`config.mk`:
```
export PLATFORM = sky130hd
export DESIGN_NAME = fir_ntap_avg_pipe
export DESIGN_NICKNAME = d
export VERILOG_FILES = /design/src/rtl/fir_ntap_avg_pipe.sv
export SDC_FILE = /design/constraint.sdc
export NUM_CORES = 1
export LEC_CHECK = 0
export ABC_AREA = 1
export BUFFER_PORTS_ARGS = -buffer_cell sky130_fd_sc_hd__buf_4
export CORE_MARGIN = 4
export CORE_UTILIZATION = 50
export DETAILED_ROUTE_END_ITERATION = 16
export PLACE_DENSITY = 0.7
export SYNTH_ARGS = -nofsm -noshare
export SYNTH_HDL_FRONTEND = slang
export SYNTH_SLANG_ARGS = --single-unit
```
`constraint.sdc`:
```
create_clock -name clk -period 2.9 [get_ports clk]
set_input_delay 0.29 -clock clk [delete_from_list [all_inputs] [get_ports clk]]
set_output_delay 0.29 -clock clk [all_outputs]
set_load 0.03 [all_outputs]
```
`src/rtl/fir_ntap_avg_pipe.sv`:
```
// -----------------------------------------------------------------------------
// fir_ntap_avg_pipe
//
// Parametrised N-tap signed moving-sum / moving-average FIR. A delay line of
// TAPS samples shifts on each accepted input, a fully registered binary adder
// tree reduces it, and a final output register selects either the full sum or
// the round-half-up average (sum >>> L). Window-fill tracking flags results
// whose window held TAPS real samples; clear flushes the delay line and fill
// count without disturbing results already inside the tree.
//
// Ports:
//   clk        in   1       rising-edge clock
//   reset      in   1       synchronous, active-high; clears all state
//   in_valid   in   1       in_data carries a new sample this cycle
//   in_data    in   W       signed sample
//   avg_mode   in   1       1: rounded average, 0: full sum (sampled with in_data)
//   clear      in   1       synchronous flush of delay line and fill count
//   out_valid  out  1       one-cycle pulse per result
//   out_data   out  W+L     signed sum, or sign-extended average
//   out_full   out  1       result window held TAPS real samples
//
// Handshake: in_valid is a one-sided qualifier (no ready; every valid sample
// is accepted). out_valid pulses exactly LAT = L+1 edges after the capture
// edge; out_data/out_full hold their last values while out_valid is low.
// -----------------------------------------------------------------------------
module fir_ntap_avg_pipe #(
  parameter int W    = 16,
  parameter int TAPS = 8
) (
  input  logic                              clk,
  input  logic                              reset,
  input  logic                              in_valid,
  input  logic [W-1:0]                      in_data,
  input  logic                              avg_mode,
  input  logic                              clear,
  output logic                              out_valid,
  output logic signed [W+$clog2(TAPS)-1:0]  out_data,
  output logic                              out_full
);

  localparam int L  = $clog2(TAPS);
  localparam int OW = W + L;
  localparam int CW = $clog2(TAPS + 1);

  if (TAPS < 2 || TAPS > 64 || (TAPS & (TAPS - 1)) != 0) begin : g_taps_check
    $error("fir_ntap_avg_pipe: TAPS must be a power of 2 in 2..64");
  end

  // Delay line and fill count
  logic [W-1:0]         tap_q [TAPS];
  logic [W-1:0]         tap_d [TAPS];
  logic [CW-1:0]        cnt_q, cnt_d;

  // Adder tree in heap order: node 1 is the root, node i has children 2i and
  // 2i+1. Indices TAPS..2*TAPS-1 are the (sign-extended) taps themselves, so
  // each internal node is one register stage above its children.
  logic signed [OW-1:0] node_q [1:TAPS-1];
  logic signed [OW-1:0] node_d [1:TAPS-1];
  logic signed [OW-1:0] tree_w [1:2*TAPS-1];

  // Sideband that travels with each sample: stage 0 is aligned with the taps,
  // stage j with tree depth level j, stage L with the root.
  logic [L:0]           vld_q, vld_d;
  logic [L:0]           avg_q, avg_d;
  logic [L:0]           full_q, full_d;

  // Output register
  logic                 out_valid_q, out_valid_d;
  logic signed [OW-1:0] out_data_q, out_data_d;
  logic                 out_full_q, out_full_d;
  logic signed [OW-1:0] rnd_w;

  // Delay line, fill count, sideband entry
  always_comb begin
    tap_d = tap_q;
    cnt_d = cnt_q;
    if (clear) begin
      // Clear wins over older taps; a simultaneous sample still lands in tap 0.
      for (int i = 0; i < TAPS; i++) tap_d[i] = '0;
      cnt_d = '0;
      if (in_valid) begin
        tap_d[0] = in_data;
        cnt_d    = CW'(1);
      end
    end else if (in_valid) begin
      tap_d[0] = in_data;
      for (int i = 1; i < TAPS; i++) tap_d[i] = tap_q[i-1];
      if (cnt_q != CW'(TAPS)) cnt_d = cnt_q + 1'b1;
    end

    vld_d  = {vld_q[L-1:0],  in_valid};
    avg_d  = {avg_q[L-1:0],  avg_mode};
    full_d = {full_q[L-1:0], in_valid && (cnt_d == CW'(TAPS))};
  end

  // Adder tree
  always_comb begin
    for (int i = 1; i < TAPS; i++) tree_w[i] = node_q[i];
    for (int i = 0; i < TAPS; i++) tree_w[TAPS+i] = {{L{tap_q[i][W-1]}}, tap_q[i]};
    for (int i = 1; i < TAPS; i++) node_d[i] = tree_w[2*i] + tree_w[2*i+1];
  end

  // Output select: average rounds half up by adding 2^(L-1) before the
  // arithmetic shift; the sum cannot overflow OW bits even with the bias.
  always_comb begin
    rnd_w       = tree_w[1] + (OW'(1) << (L - 1));
    out_valid_d = vld_q[L];
    out_data_d  = out_data_q;
    out_full_d  = out_full_q;
    if (vld_q[L]) begin
      out_data_d = avg_q[L] ? (rnd_w >>> L) : tree_w[1];
      out_full_d = full_q[L];
    end
  end

  always_ff @(posedge clk) begin
    if (reset) begin
      for (int i = 0; i < TAPS; i++) tap_q[i]  <= '0;
      for (int i = 1; i < TAPS; i++) node_q[i] <= '0;
      cnt_q       <= '0;
      vld_q       <= '0;
      avg_q       <= '0;
      full_q      <= '0;
      out_valid_q <= 1'b0;
      out_data_q  <= '0;
      out_full_q  <= 1'b0;
    end else begin
      tap_q       <= tap_d;
      node_q      <= node_d;
      cnt_q       <= cnt_d;
      vld_q       <= vld_d;
      avg_q       <= avg_d;
      full_q      <= full_d;
      out_valid_q <= out_valid_d;
      out_data_q  <= out_data_d;
      out_full_q  <= out_full_d;
    end
  end

  assign out_valid = out_valid_q;
  assign out_data  = out_data_q;
  assign out_full  = out_full_q;

endmodule

```
==> results.yml, run 1 <==
route:
  drtIter0Drc: 919
  routed_wl_um: 39890
  drc: 0
  num_vias: 14490
  vias_per_cell: 5.240
  antenna_left: 0
  firstDrtPassIters: 5
  wl_per_cell_um: 14.43
global_route:
  grt_overflow: 0
  track_usage_pct: 23.37
  antenna_found_initial: 0
  grt_max_degree: 116
  grt_pass1_vias: 13670
  grt_pass1_wl_um: 66230
logic_synthesis:
  async_flop_share_pct: 0
  syn_inst: 2305
  ys_types: 36
  yosysWarnings: 0
  syn_area_per_cell_um2: 6.779
  synth_seq_cells: 290
  seq_area_frac_synth_pct: 37.15
  synth_area_leaders: "dfxtp_1 37%, nand2_1 16%, a21oi_1 9.7%"
  synth_nets: 2452
  synth_edf_count: 0
  yosysTopAreaCell: "dfxtp_1"
  syn_area_um2: 15630
  ys.flop_type: "dfxtp_1"
  synth_top_area_share_pct: 37.15
cells_and_area:
  num_antenna_cells: 0
  syn2layout_area_growth_pct: 12.59
  final_net_count: 2493
  layout-drive-gt1-share_pct: 5.952
  final_cell_mix: "680 x nand2_1, 303 x a21oi_1, 290 x dfxtp_1, 260 x nor2_1, 238 x inv_1"
  final_area_um2: 17590
  final_common_cell: "nand2_1"
  fillerInstances: 2986
setup_path:
  startpoint_type: "flop"
  required_ns: 3.30
  cp-endpoint: "node_q[126]$_SDFF_PP0_"
  criticalPathCategory: "flop to flop"
  cp.arrival_ns: 2.24
  cp_cell_sequence: "ha_1, inv_1, fa_1, inv_1, nand3_1, nand3_1, nand2_1, nand2_1, nand2_1, nand2_1, nand2_1, nand2_1, nor2_1"
  crit_buf_inv: 2
  crit_cells: 13
  rrSetupSlack_ns: 1.06
  worst-path-max-fanout: 4
  timing.rr.end: "node_q[126]$_SDFF_PP0_"
  path_delay_family: "simple AND/OR/NAND/NOR gates"
  critical-path-slowest-cell: "fa_1"
  critPathLaunch: "node_q[76]$_SDFF_PP0_"
  max_stage_delay_ns: 0.40
  path_common_cell: "nand2_1"
  worstRegToRegCells: 13
  critPathCaptureType: "flop"
  timing.rr.start: "node_q[76]$_SDFF_PP0_"
die:
  ioPinCount: 42
  die_h_um: 184.8
  dieArea_um2: 34150
  core_um2: 30750
  start_util_pct: 50.82
  rows: 64
  die_x_um: 184.8
cts:
  cts.htree.levels: 2
  cts_sinks: 290
  cts_resized: 0
  max-clock-path-buffers: 3
  numCtsBuffers: 34
  clk-insertion-delay-late_ns: 0.51
  postCtsHoldBufs: 17
  cts_tree: "done"
  cts_root_buf: "clkbuf_16"
  post-cts-setup-buffers: 0
  path_clk_slew_ns: 0.06
status:
  status: "complete, no violations"
timing:
  max_freq_mhz: 543.1
  min_period_ns: 1.841
  fin_skew_ns: 0.02566
  tightest_slew_ns: 0.7246
  final-setup-viol-count: 0
  hold_viol: 0
  min_period_over_period_pct: 63.50
  slew_headroom_pct: 51.62
  rsz0062_at_grt: "no"
  final_max_slew_viol_count: 0
  fin_tns_setup_ns: 0
power:
  seqPwrFrac_pct: 46.3
  p_leak_nw: 7.910
  pwr-share-clk_pct: 48.3
  p_int_mw: 6.875
  p_switching_mw: 2.008
  pwr-share-comb_pct: 5.4
  p_per_area_nw_per_um2: 504.9
  swShare_pct: 22.60
  vdd_drop_max_mv: 0.4693
place:
  hpwl_um: 30050
  placement.io_buffers: 41
  placed_area_um2: 16280
  routabilityCongestion: 0.9104
worst_hold_path:
  min_path_type: "input port to flop"
run:
  max_cap_violations: 0
## through the flow
step	worst slack (ns)	power, mW	std cells	hold slack, ns	util [%]
5_1_grt	0.8634	9.216	2765	0.1474	57.21
4_1_cts	1.064	8.983	2765	0.1303	57.21
3_5_place_dp	1.066	4.655	2689	0.3931	52.95
2_1_floorplan	1.252	4.506	2305	0.3883	-
6_report	1.059	8.883	2765	0.1501	57.21
3_3_place_gp	1.083	4.647	2689	0.3897	52.95
## power by group through the flow
stage / sequential (mW) / clock (mW) / combinational (mW)
global route: 4.12 / 4.56 / 0.540
CTS: 4.11 / 4.39 / 0.479
global placement: 4.20 / 0 / 0.452
finish: 4.11 / 4.29 / 0.481
floorplan: 4.19 / 0 / 0.320
detailed placement: 4.20 / 0 / 0.458
## cell usage after synthesis (all sizes together), types with 7 or more instances
cell    number
buf         33
a21oi      308
ha         119
clkbuf      31
inv        244
dfxtp      290
nand2      684
o21ai      126
nor2       264
fa           7
nor3        19
a32o        16
nand3      121
and2        10
xor2         8
## per-layer routing
layer	up-vias	track usage, %	wire length [µm]
li1	7567	-	-
met1	6507	31.23	18580
met2	337	39.93	18330
met3	78	2.749	1798
met4	0	6.870	1181
met5	-	0	0
## worst reg2reg max path: stages (launching register included)
cell and delay (ns):
dfxtp_1 0.32, ha_1 0.19, inv_1 0.07, fa_1 0.40, inv_1 0.11, nand3_1 0.07, nand3_1 0.12, nand2_1 0.06
nand2_1 0.12, nand2_1 0.07, nand2_1 0.08, nand2_1 0.05, nand2_1 0.05, nor2_1 0.04
## cell families (layout without fill, tap and decap cells)
family / after synthesis / in the layout / share of synthesized area (%)
and+or+nand+nor: 1109 / 1109 / 28.47
AOI/OAI and AO/OA: 461 / 461 / 15.69
buffers and inverters: 309 / 373 / 7.695
DFF: 290 / 290 / 37.15
adders and majority gates: 126 / 126 / 10.43
xor gates and xnor gates: 10 / 10 / 0.5605
## area by class of cell
class	count	area, µm²	area share [%]
Multi-Input combinational cell	1706	8618	48.99
Sequential cell	290	5806	33.00
Clock buffer	45	983.4	5.590
Inverter	245	922.1	5.241
Timing Repair Buffer	69	610.6	3.471
Tap cell	396	495.5	2.816
Clock inverter	14	157.7	0.8961
## how the worst min path moves through the flow
stage,from,end,slack [ns],depth (start not counted)
after floorplan,avg_q[0]$_SDFF_PP0_,avg_q[1]$_SDFF_PP0_,0.39,2
after global placement,avg_q[0]$_SDFF_PP0_,avg_q[1]$_SDFF_PP0_,0.39,2
after detailed placement,avg_q[2]$_SDFF_PP0_,avg_q[3]$_SDFF_PP0_,0.39,2
after CTS,reset,node_q[39]$_SDFF_PP0_,0.13,2
after global routing,reset,node_q[38]$_SDFF_PP0_,0.15,2
final,reset,node_q[39]$_SDFF_PP0_,0.15,2
## flip-flops by register name, indices dropped and copies added (netlist names)
name       count
node_q       125
out_full       1
full_q         4
avg_q          4
cnt_q          4
out_data      19
out_valid      1
tap_q        128
vld_q          4
(Power assumes the default switching activity.)
==> inputs of run 2 (changes only) <==
--- a/config.mk
+++ b/config.mk
@@ -5,7 +5,7 @@
 export SDC_FILE = /design/constraint.sdc
 export NUM_CORES = 1
 export LEC_CHECK = 0
-export ABC_AREA = 1
+export ABC_AREA = 0
 export BUFFER_PORTS_ARGS = -buffer_cell sky130_fd_sc_hd__buf_4
 export CORE_MARGIN = 4
 export CORE_UTILIZATION = 50
==> constraint.sdc (replaced) <==
create_clock -name clk -period 1.74 [get_ports clk]
set_input_delay 0.174 -clock clk [delete_from_list [all_inputs] [get_ports clk]]
set_output_delay 0.174 -clock clk [all_outputs]
set_load 0.03 [all_outputs]
==> run 2 against run 1 <==
  * The flow now finishes with violations (setup timing)
  * Area after synthesis decreased by 5.2%
  * Critical path depth is 4 lower
  * First-iteration DRC count down 20%
  * Clock power up 72%
  * Routed wire length is 4.7% higher
  * Die area decreased by 5.0%
  * Clock skew down 0.0091 ns
  * Largest power group unchanged
  * Highest routed layer unchanged
  * Maximum frequency fell by 15%
  * Total power grew 69%
  * Synthesized cell count fell by 30%
  * Worst setup slack got worse by 1.5 ns
==> results.yml, run 2 <==
die:
  core_um2: 28940
  rows: 62
  dieArea_um2: 32440
  die_x_um: 180.1
  ioPinCount: 42
  start_util_pct: 51.19
  die_h_um: 180.1
logic_synthesis:
  synth_mux_area_share_pct: 9.943
  seq_area_frac_synth_pct: 39.20
  synth_most_common_cell: "dfxtp_1"
  ys_types: 71
  yosysWarnings: 0
  synthXorXnorAreaFrac_pct: 3.962
  synthSimpleGateAreaFrac_pct: 17.23
  synthAdderAreaFrac_pct: 11.00
  synth-compound-area-share_pct: 16.06
  synth_edf_count: 0
  syn_inst: 1623
  ys.flop_type: "dfxtp_1"
  syn_area_um2: 14810
  synth_seq_cells: 290
  syn_area_per_cell_um2: 9.126
  synth_area_leaders: "dfxtp_1 39%, ha_1 10%, mux2i_1 8.7%"
  synth_nets: 1770
  async_flop_share_pct: 0
  synth_top_area_share_pct: 39.20
  synthTopCellsByCount: "290 x dfxtp_1, 275 x nor2_1, 128 x mux2i_1"
  yosysTopAreaCell: "dfxtp_1"
  synth_top_family_by_area: "simple AND/OR/NAND/NOR gates"
cts:
  max-clock-path-buffers: 3
  cts_sinks: 290
  numCtsBuffers: 34
  clk-insertion-delay-late_ns: 0.51
  path_clk_slew_ns: 0.06
  cts.htree.levels: 2
  cts_tree: "done"
  cts_root_buf: "clkbuf_16"
worst_hold_path:
  min_path_type: "input port to flop"
global_route:
  track_usage_pct: 24.08
  antenna_found_initial: 0
  top_usage_layer: "met2"
  grt_pass1_vias: 13670
  grt_util_met3_pct: 3.290
  met1_usage_pct: 29.97
  grt_pass1_wl_um: 66250
  grt_max_degree: 84
  grtUsageMet2_pct: 42.66
  grt_overflow: 0
setup_path:
  startpoint_type: "flop"
  criticalPathCategory: "flop to flop"
  crit_buf_inv: 1
  critPathCaptureType: "flop"
  cp.arrival_ns: 2.56
  path_common_cell: "o21ai_2"
  required_ns: 2.12
  worst-path-max-fanout: 2
  max_stage_delay_ns: 0.37
  critical-path-slowest-cell: "fa_2"
  path_delay_family: "compound AO/OA/AOI/OAI gates"
  cp_cell_sequence: "ha_4, fa_2, a211oi_4, o21ai_2, buf_4, a21oi_4, o21ai_2, xnor2_1, nor2_1"
power:
  power.total_mw: 15.00
  vdd_drop_max_mv: 0.7907
  p_per_area_nw_per_um2: 692.7
  p_leak_nw: 9.328
status:
  status: "complete, but fails checks"
  violations: "setup timing"
route:
  firstDrtPassIters: 5
  vias_per_cell: 5.531
  drc: 0
  routed_wl_um: 41750
  wl_per_cell_um: 17.24
  antenna_left: 0
  num_vias: 13400
  drtIter0Drc: 735
timing:
  hold_ws_ns: 0.03246
  rsz0062_at_grt: "yes"
  final_max_slew_viol_count: 0
  min_period_ns: 2.179
  setup_ws_ns: -0.4391
  hold_viol: 0
  max_freq_mhz: 458.9
  fin_skew_ns: 0.01653
  tightest_slew_ns: 1.244
  final-setup-viol-count: 77
  min_period_over_period_pct: 125.2
  slew_headroom_pct: 16.75
cells_and_area:
  final_net_count: 2162
  largest-register: "tap_q"
  syn2layout_area_growth_pct: 46.22
  final_cell_mix: "359 x buf_4, 263 x nor2_1, 225 x dfxtp_1, 128 x mux2i_1, 65 x ha_1"
  multi_input_area_um2: 10560
  num_antenna_cells: 0
  seq_area_um2: 5899
  final_common_cell: "buf_4"
  fillerInstances: 1874
  largest_reg_flops: 128
  layout-drive-gt1-share_pct: 38.57
place:
  routabilityCongestion: 0.8820
  placement.io_buffers: 41
  hpwl_um: 27060
run:
  max_cap_violations: 0
run 2: cell types whose count changed after synthesis, sizes merged, moves of 33 or more:
cell	before	now
nand2	684	53
inv	244	30
a21oi	308	95
mux2i	0	128
nand3	121	27
o21ai	126	64
nor2b	0	53
a21o	0	49
xnor2	2	35
run 2: final cells by class:
type | instances | area share, %
flip-flops and latches | 290 | 27.24
clock inverters | 9 | 0.6008
well taps | 384 | 2.219
inverters | 30 | 0.5200
clock buffers | 50 | 4.813
multi-input cells | 1238 | 48.76
repair buffers | 421 | 15.85
run 2: kinds of logic after synthesis:
family          count (synthesis)
buf+inv                        95
simple gates                  543
compound gates                357
flops                         290
fa+ha+maj                     126
mux                           145
xor+xnor                       67
run 2: metrics by stage:
stage | cells | utilization (%) | TNS, ns | instance area (µm²) | setup slack, ns
2_1_floorplan | 1623 | - | -3.534 | 15420 | -0.3878
3_3_place_gp | 2299 | 63.40 | -11.56 | 18350 | -0.4366
3_5_place_dp | 2299 | 63.40 | -14.23 | 18350 | -0.4691
4_1_cts | 2414 | 71.95 | -11.26 | 20820 | -0.4318
5_1_grt | 2422 | 74.85 | -20.42 | 21660 | -0.5308
6_report | 2422 | 74.85 | -14.03 | 21660 | -0.4391
run 2: what timing repair did:
action,4_1_cts,5_1_grt
endpoints found under the setup margin,83,96
hold endpoints to repair,18,0
pin swaps,128,105
resized for setup,168,157
setup buffers,46,27
hold buffers,18,0
gates cloned,0,0
run 2: metal layers:
layer,wire length (µm),vias up,part of all wire [%]
met5,0,-,0
met4,1512,0,3.6
met3,1706,114,4.1
met2,20790,313,50
met1,17750,6404,42
li1,-,6566,-
run 2: where the power goes:
part	internal [mW]	total (mW)	leakage [nW]	switching, mW
clock	4.59	7.38	0.578	2.79
sequential	6.71	6.77	2.38	0.0589
combinational	0.397	0.851	6.37	0.454
run 2: final timing paths:
| path | cells past startpoint | to | slack [ns] | from |
|---|---|---|---|---|
| worst max register to register | 9 | node_q[67]$_SDFF_PP0_ | -0.44 | tap_q[96]$_SDFFE_PP0P_ |
| worst max-delay path | 9 | node_q[67]$_SDFF_PP0_ | -0.44 | tap_q[96]$_SDFFE_PP0P_ |
| worst min-delay path | 2 | full_q[0]$_SDFF_PP0_ | 0.03 | clear |
| worst min register to register | 1 | full_q[1]$_SDFF_PP0_ | 0.44 | full_q[0]$_SDFF_PP0_ |
